**src/rtl/uart_tx_arbiter.sv**
```systemverilog
`default_nettype none
// +------------------------------------------------------------------------+
// | Module  : uart_tx_arbiter                                              |
// | Brief   : Round-robin scheduler sharing one UART serializer among      |
// |           NUM_REQ byte producers, with launch/send timeouts.           |
// | Revision: 1.0                                                          |
// +------------------------------------------------------------------------+
module uart_tx_arbiter #(
    parameter int NUM_REQ        = 4,
    parameter int TIMEOUT_CYCLES = 4096
) (
    input  logic                 clk,
    input  logic                 rst,
    input  logic [NUM_REQ-1:0]   req,
    input  logic [8*NUM_REQ-1:0] req_data,
    output logic [NUM_REQ-1:0]   gnt,
    output logic [NUM_REQ-1:0]   ack,
    output logic                 err,
    output logic                 busy,
    output logic                 tx_newd,
    output logic [7:0]           tx_data,
    input  logic                 tx_line,
    input  logic                 tx_done
);

    localparam int c_PTR_W = $clog2(NUM_REQ);
    localparam int c_CNT_W = $clog2(TIMEOUT_CYCLES);
    localparam logic [c_CNT_W-1:0] c_CNT_MAX  = c_CNT_W'(TIMEOUT_CYCLES - 1);
    localparam logic [c_PTR_W:0]   c_NUM_REQ  = (c_PTR_W + 1)'(NUM_REQ);
    localparam logic [c_PTR_W-1:0] c_LAST_REQ = c_PTR_W'(NUM_REQ - 1);

    typedef enum logic [1:0] {
        S_IDLE   = 2'd0,
        S_LAUNCH = 2'd1,
        S_SEND   = 2'd2
    } state_t;

    state_t               r_state_q, w_state_d;
    logic [c_PTR_W-1:0]   r_ptr_q,   w_ptr_d;
    logic [c_PTR_W-1:0]   r_gidx_q,  w_gidx_d;
    logic [c_CNT_W-1:0]   r_cnt_q,   w_cnt_d;
    logic [NUM_REQ-1:0]   r_gnt_q,   w_gnt_d;
    logic [NUM_REQ-1:0]   r_ack_q,   w_ack_d;
    logic                 r_err_q,   w_err_d;
    logic                 r_newd_q,  w_newd_d;
    logic [7:0]           r_data_q,  w_data_d;
    logic                 r_tx_done_q;

    logic [2*NUM_REQ-1:0] w_req_dbl;
    logic [NUM_REQ-1:0]   w_req_rot;
    logic [c_PTR_W-1:0]   w_rr_off;
    logic [c_PTR_W:0]     w_rr_sum;
    logic [c_PTR_W-1:0]   w_rr_idx;
    logic [NUM_REQ-1:0]   w_rr_onehot;
    logic [7:0]           w_sel_byte;
    logic [c_PTR_W-1:0]   w_next_ptr;
    logic                 w_done_rise;
    logic                 w_abort;

    // Rotate requests so bit 0 is the requester at ptr; lowest set bit wins.
    assign w_req_dbl = {req, req} >> r_ptr_q;
    assign w_req_rot = w_req_dbl[NUM_REQ-1:0];

    always_comb begin
        w_rr_off = '0;
        for (int k = NUM_REQ - 1; k >= 0; k--) begin
            if (w_req_rot[k]) begin
                w_rr_off = c_PTR_W'(k);
            end
        end
    end

    assign w_rr_sum = {1'b0, r_ptr_q} + {1'b0, w_rr_off};
    assign w_rr_idx = (w_rr_sum >= c_NUM_REQ) ? c_PTR_W'(w_rr_sum - c_NUM_REQ)
                                              : c_PTR_W'(w_rr_sum);

    always_comb begin
        w_rr_onehot = '0;
        w_sel_byte  = '0;
        for (int i = 0; i < NUM_REQ; i++) begin
            if (w_rr_idx == c_PTR_W'(i)) begin
                w_rr_onehot[i] = 1'b1;
                w_sel_byte     = req_data[8*i +: 8];
            end
        end
    end

    assign w_next_ptr  = (r_gidx_q == c_LAST_REQ) ? '0 : r_gidx_q + c_PTR_W'(1);
    assign w_done_rise = tx_done & ~r_tx_done_q;

    always_comb begin
        w_state_d = r_state_q;
        w_ptr_d   = r_ptr_q;
        w_gidx_d  = r_gidx_q;
        w_cnt_d   = r_cnt_q;
        w_gnt_d   = r_gnt_q;
        w_ack_d   = '0;
        w_err_d   = 1'b0;
        w_newd_d  = r_newd_q;
        w_data_d  = r_data_q;
        w_abort   = 1'b0;

        case (r_state_q)
            S_IDLE: begin
                if (|req) begin
                    w_gidx_d  = w_rr_idx;
                    w_gnt_d   = w_rr_onehot;
                    w_data_d  = w_sel_byte;
                    w_newd_d  = 1'b1;
                    w_cnt_d   = '0;
                    w_state_d = S_LAUNCH;
                end
            end
            S_LAUNCH: begin
                if (!tx_line) begin
                    w_newd_d  = 1'b0;
                    w_cnt_d   = '0;
                    w_state_d = S_SEND;
                end else if (r_cnt_q == c_CNT_MAX) begin
                    w_abort = 1'b1;
                end else begin
                    w_cnt_d = r_cnt_q + c_CNT_W'(1);
                end
            end
            S_SEND: begin
                if (w_done_rise) begin
                    w_ack_d   = r_gnt_q;
                    w_gnt_d   = '0;
                    w_ptr_d   = w_next_ptr;
                    w_state_d = S_IDLE;
                end else if (r_cnt_q == c_CNT_MAX) begin
                    w_abort = 1'b1;
                end else begin
                    w_cnt_d = r_cnt_q + c_CNT_W'(1);
                end
            end
            default: begin
                w_state_d = S_IDLE;
                w_gnt_d   = '0;
                w_newd_d  = 1'b0;
            end
        endcase

        // Advancing ptr on timeout keeps a stuck requester from starving others.
        if (w_abort) begin
            w_err_d   = 1'b1;
            w_gnt_d   = '0;
            w_newd_d  = 1'b0;
            w_ptr_d   = w_next_ptr;
            w_state_d = S_IDLE;
        end
    end

    always_ff @(posedge clk) begin
        if (rst) begin
            r_state_q   <= S_IDLE;
            r_ptr_q     <= '0;
            r_gidx_q    <= '0;
            r_cnt_q     <= '0;
            r_gnt_q     <= '0;
            r_ack_q     <= '0;
            r_err_q     <= 1'b0;
            r_newd_q    <= 1'b0;
            r_data_q    <= 8'h00;
            r_tx_done_q <= 1'b0;
        end else begin
            r_state_q   <= w_state_d;
            r_ptr_q     <= w_ptr_d;
            r_gidx_q    <= w_gidx_d;
            r_cnt_q     <= w_cnt_d;
            r_gnt_q     <= w_gnt_d;
            r_ack_q     <= w_ack_d;
            r_err_q     <= w_err_d;
            r_newd_q    <= w_newd_d;
            r_data_q    <= w_data_d;
            r_tx_done_q <= tx_done;
        end
    end

    assign gnt     = r_gnt_q;
    assign ack     = r_ack_q;
    assign err     = r_err_q;
    assign busy    = (r_state_q != S_IDLE);
    assign tx_newd = r_newd_q;
    assign tx_data = r_data_q;

endmodule
`default_nettype wire

```
**config.mk**
```make
export PLATFORM = sky130hd
export DESIGN_NAME = uart_tx_arbiter
export DESIGN_NICKNAME = d
export VERILOG_FILES = /design/src/rtl/uart_tx_arbiter.sv
export SDC_FILE = /design/constraint.sdc
export NUM_CORES = 1
export LEC_CHECK = 0
export CORE_ASPECT_RATIO = 1.4
export CORE_MARGIN = 2
export CORE_UTILIZATION = 35
export DETAILED_ROUTE_END_ITERATION = 10
export GPL_ROUTABILITY_DRIVEN = 0
export GPL_TIMING_DRIVEN = 1
export PLACE_DENSITY = 0.66
export RECOVER_POWER = 50
export SETUP_SLACK_MARGIN = 0.1
export SLEW_MARGIN = 25
export SYNTH_ARGS = -nofsm -noshare
export SYNTH_HDL_FRONTEND = slang
export SYNTH_SLANG_ARGS = --single-unit
```
**constraint.sdc**
```tcl
create_clock -name clk -period 3.05 [get_ports clk]
set_clock_uncertainty 0.2 [all_clocks]
set_input_delay 0.4575 -clock clk [delete_from_list [all_inputs] [get_ports clk]]
set_output_delay 0.4575 -clock clk [all_outputs]
set_load 0.02 [all_outputs]
```
==> impl_metrics.yaml <==
run_status:
  outcome: "completed"
critical_path:
  timing_worst_setup_path_type: "reg -> reg"
  critPathMaxStageDelay_ns: 0.48
  critPathRequiredTime_ns: 3.00
  worst-path-max-fanout: 8
  crit_path_cell_trace: "buf_4 -> nor2_1 -> nand2_1 -> nand3_1 -> o21ai_2 -> nand3_4 -> ha_4 -> xor2_4 -> clkbuf_16 -> mux4_2 -> mux2i_1 -> a211oi_1"
  cp_slowest_cell: "sky130_fd_sc_hd__mux4_2"
  critPathBufInv: 2
  type_of_element_launching_the_critical_path: "flip-flop"
  worst-endpoint-arrival_ns: 2.73
  critical_path.top_delay_family: "multiplexers"
  reg2reg_to: "tx_data[4]$_SDFFE_PP0P_"
  endpoint_kind: "flip-flop"
  worst-r2r-cell-count: 12
  reg2reg_from: "r_ptr_q[0]$_SDFFE_PP0P_"
  setup.reg_to_reg.worst_slack_ns: 0.27
worst_hold_path:
  hold_path_class: "reg -> reg"
  hold_depth: 2
  hold_path.startpoint: "tx_data[6]$_SDFFE_PP0P_"
  worstHoldEndpoint: "tx_data[6]$_SDFFE_PP0P_"
sta:
  relSlewSlack: 0.619
  rsz0062_at_grt: "false"
  timing.final.setup_violations: 0
  tightestPinTransition_ns: 0.570
  final_worst_path_period_need_ns: 2.78
  final-hold-violation-count: 0
  setup_slack_ns: 0.271
  period_share: 0.911
  report.final.slew_viol_count: 0
  fmax_mhz: 360
power_and_ir_drop:
  leakagePower_nw: 1.29
  cellPowerDensity_mw_per_mm2: 528
  worst_ir_drop_vdd_mv: 0.235
  final_power_mw: 1.71
floorplan:
  boundaryPins: 59
  floorplan.rows: 35
  floorplan.die.height_microns: 100
  floorplan.initialDensity: 0.356
  floorplan.die.width_microns: 72.9
  core_sq_mm: 0.00653
  floorplan.die_area_sq_mm: 0.00732
global_route:
  use_met3: 0.0311
  gr-usage-all-layers: 0.156
  globalRouteOverflowTotal: 0
  grtUsageMet1: 0.178
  grt_max_degree: 19
  global_route.usage.met2: 0.285
  initial_antenna_violation_count: 0
  busiest_layer: "met2"
  wire_length_of_the_first_global_routing_pass_microns: 9180
  grt_pass1_vias: 2043
clock_tree:
  clk_latency_ns: 0.29
  cts_sinks: 37
  cts.clk_slew.worst_paths_ns: 0.08
  tritoncts: "yes"
  cts-root-buf: "sky130_fd_sc_hd__clkbuf_8"
  htree_num_levels: 2
  clock_path_buffers: 2
  cts-buffers-inserted: 5
logic_synthesis:
  synth.yosys.seq_area_share: 0.319
  yosysUniqueCellTypes: 52
  synthesis.area_sq_mm: 0.00232
  synth_cells: 253
  synth.yosys.warnings: 0
  syn-mean-instance-area_sq_um: 9.19
  synth_fp_nets: 300
  synth-seq-cells: 37
layout:
  layout-drive-gt1-share: 0.185
  fillers: 605
  antenna-diode-count: 0
  layout.cells.most_common_list: "sky130_fd_sc_hd__dfxtp_1, sky130_fd_sc_hd__clkdlybuf4s50_1, sky130_fd_sc_hd__nor2_1, sky130_fd_sc_hd__nand2_1"
  finalInstanceArea_sq_mm: 0.00324
  fin_nets: 370
  areaGrowthSynthToFinish_pct: 39.3
route:
  detail_route.iter0.violations: 83
  wirelength_microns: 5690
  vias_per_cell: 5.30
  route.vias.total: 2110
  detail-route-antenna-nets: 0
  drc: 0
  route.detailed.wl_per_inst_microns: 14.3
  drt_first_pass_iters: 4
place:
  dpl_cell_area_sq_mm: 0.00301
  dp.final_hpwl_microns: 4150
  place_ws_ns: -0.152
  io_buffer_count: 58
job:
  max_cap_violations: 0
==> where the power goes <==
| group | switching (mW) | total, mW | leakage (nW) | internal [mW] |
|---|---|---|---|---|
| registers | 0.0410 | 0.585 | 0.302 | 0.544 |
| clock network | 0.173 | 0.440 | 0.0585 | 0.267 |
| logic | 0.352 | 0.684 | 0.933 | 0.332 |
==> Yosys cell counts (all sizes together) <==
| library cell | instances | area share |
|---|---|---|
| nor3 | 1 | 0.0022 |
| a211oi | 5 | 0.016 |
| o21ai | 4 | 0.0086 |
| xor2 | 9 | 0.042 |
| and4 | 1 | 0.0038 |
| and2 | 6 | 0.017 |
| nand4b | 1 | 0.0038 |
| mux2i | 11 | 0.047 |
| or3 | 1 | 0.0027 |
| nor2b | 3 | 0.011 |
| a32oi | 2 | 0.0075 |
| nand3b | 2 | 0.0065 |
| ha | 7 | 0.038 |
| nor2 | 32 | 0.052 |
| and3b | 1 | 0.0038 |
| o211ai | 7 | 0.023 |
| nor3b | 1 | 0.0032 |
| mux2 | 18 | 0.087 |
| a21o | 2 | 0.0065 |
| clkbuf | 6 | 0.0097 |
| a21oi | 12 | 0.026 |
| nor4b | 1 | 0.0038 |
| nand3 | 6 | 0.015 |
| nand2 | 20 | 0.032 |
| o22ai | 14 | 0.044 |
| nand2b | 3 | 0.0081 |
| mux4 | 4 | 0.039 |
| buf | 11 | 0.041 |
| a41oi | 1 | 0.0038 |
| nor4 | 2 | 0.012 |
| a22o | 1 | 0.0038 |
| nand4 | 4 | 0.011 |
| dfxtp | 37 | 0.32 |
| o21bai | 1 | 0.0032 |
| or4 | 1 | 0.0032 |
| xnor2 | 3 | 0.011 |
| and3 | 5 | 0.018 |
| inv | 4 | 0.0065 |
| a31oi | 1 | 0.0027 |
| a22oi | 2 | 0.0065 |
==> worst max path at each step <==
stage,cells past startpoint,slack [ns],to,from
2_1_floorplan,12,0.16,tx_data[2]$_SDFFE_PP0P_,req[3]
3_3_place_gp,12,-0.11,tx_data[4]$_SDFFE_PP0P_,req[2]
3_5_place_dp,12,-0.15,tx_data[3]$_SDFFE_PP0P_,req[3]
4_1_cts,12,0.15,tx_data[3]$_SDFFE_PP0P_,req[3]
5_1_grt,14,0.13,tx_data[7]$_SDFFE_PP0P_,r_ptr_q[0]$_SDFFE_PP0P_
6_report,12,0.27,tx_data[4]$_SDFFE_PP0P_,r_ptr_q[0]$_SDFFE_PP0P_
==> per-layer routing <==
layer | part of all wire | routed length (microns) | vias up
met5 | 0 | 0 | -
met4 | 0.016 | 93 | 0
met3 | 0.046 | 260 | 9
met2 | 0.52 | 2930 | 52
met1 | 0.42 | 2410 | 991
li1 | - | - | 1058
==> area by class of cell <==
| cell class | count | area (sq um) | share of cell area |
|---|---|---|---|
| multi-input combinational | 195 | 1470 | 0.453 |
| timing repair buffer | 80 | 807 | 0.249 |
| clock buffer | 7 | 86.3 | 0.0267 |
| sequential | 37 | 741 | 0.229 |
| clock inverter | 1 | 30.0 | 0.00927 |
| tap | 74 | 92.6 | 0.0286 |
| inverter | 4 | 15.0 | 0.00464 |
==> cells by family after synthesis <==
| group | after synthesis | share of synthesized area |
|---|---|---|
| buf+inv | 21 | 0.0570 |
| fa+ha+maj | 7 | 0.0377 |
| flops | 37 | 0.319 |
| compound gates | 52 | 0.151 |
| xor+xnor | 12 | 0.0533 |
| simple gates | 91 | 0.209 |
| mux | 33 | 0.173 |
==> worst reg2reg max path, cell delays in order (launching register included) <==
cell and delay (ns):
sky130_fd_sc_hd__dfxtp_1 0.41, sky130_fd_sc_hd__buf_4 0.20, sky130_fd_sc_hd__nor2_1 0.06, sky130_fd_sc_hd__nand2_1 0.06, sky130_fd_sc_hd__nand3_1 0.08, sky130_fd_sc_hd__o21ai_2 0.11, sky130_fd_sc_hd__nand3_4 0.09, sky130_fd_sc_hd__ha_4 0.19
sky130_fd_sc_hd__xor2_4 0.27, sky130_fd_sc_hd__clkbuf_16 0.22, sky130_fd_sc_hd__mux4_2 0.48, sky130_fd_sc_hd__mux2i_1 0.18, sky130_fd_sc_hd__a211oi_1 0.09
==> sequential cells by signal, indices dropped and copies added (netlist names) <==
| signal | count |
|---|---|
| ack | 4 |
| err | 1 |
| gnt | 4 |
| r_cnt_q | 12 |
| r_gidx_q | 2 |
| r_ptr_q | 2 |
| r_state_q | 2 |
| r_tx_done_q | 1 |
| tx_data | 8 |
| tx_newd | 1 |
==> through the flow <==
step | hold WS (ns) | utilization | setup TNS [ns] | instances
floorplan | 0.249 | - | 0 | 253
global placement | 0.241 | 0.462 | -0.617 | 384
detailed placement | 0.247 | 0.462 | -0.899 | 384
CTS | 0.258 | 0.480 | 0 | 392
global route | 0.272 | 0.496 | 0 | 398
finish | 0.252 | 0.496 | 0 | 398
==> repair_timing <==
action	CTS	global route
endpoints found under the setup margin	0	8
setup buffers	0	4
hold buffers	0	0
endpoints found under the hold margin	0	0
resized for setup	0	16
No activity file was read; power rests on OpenSTA's default activity.
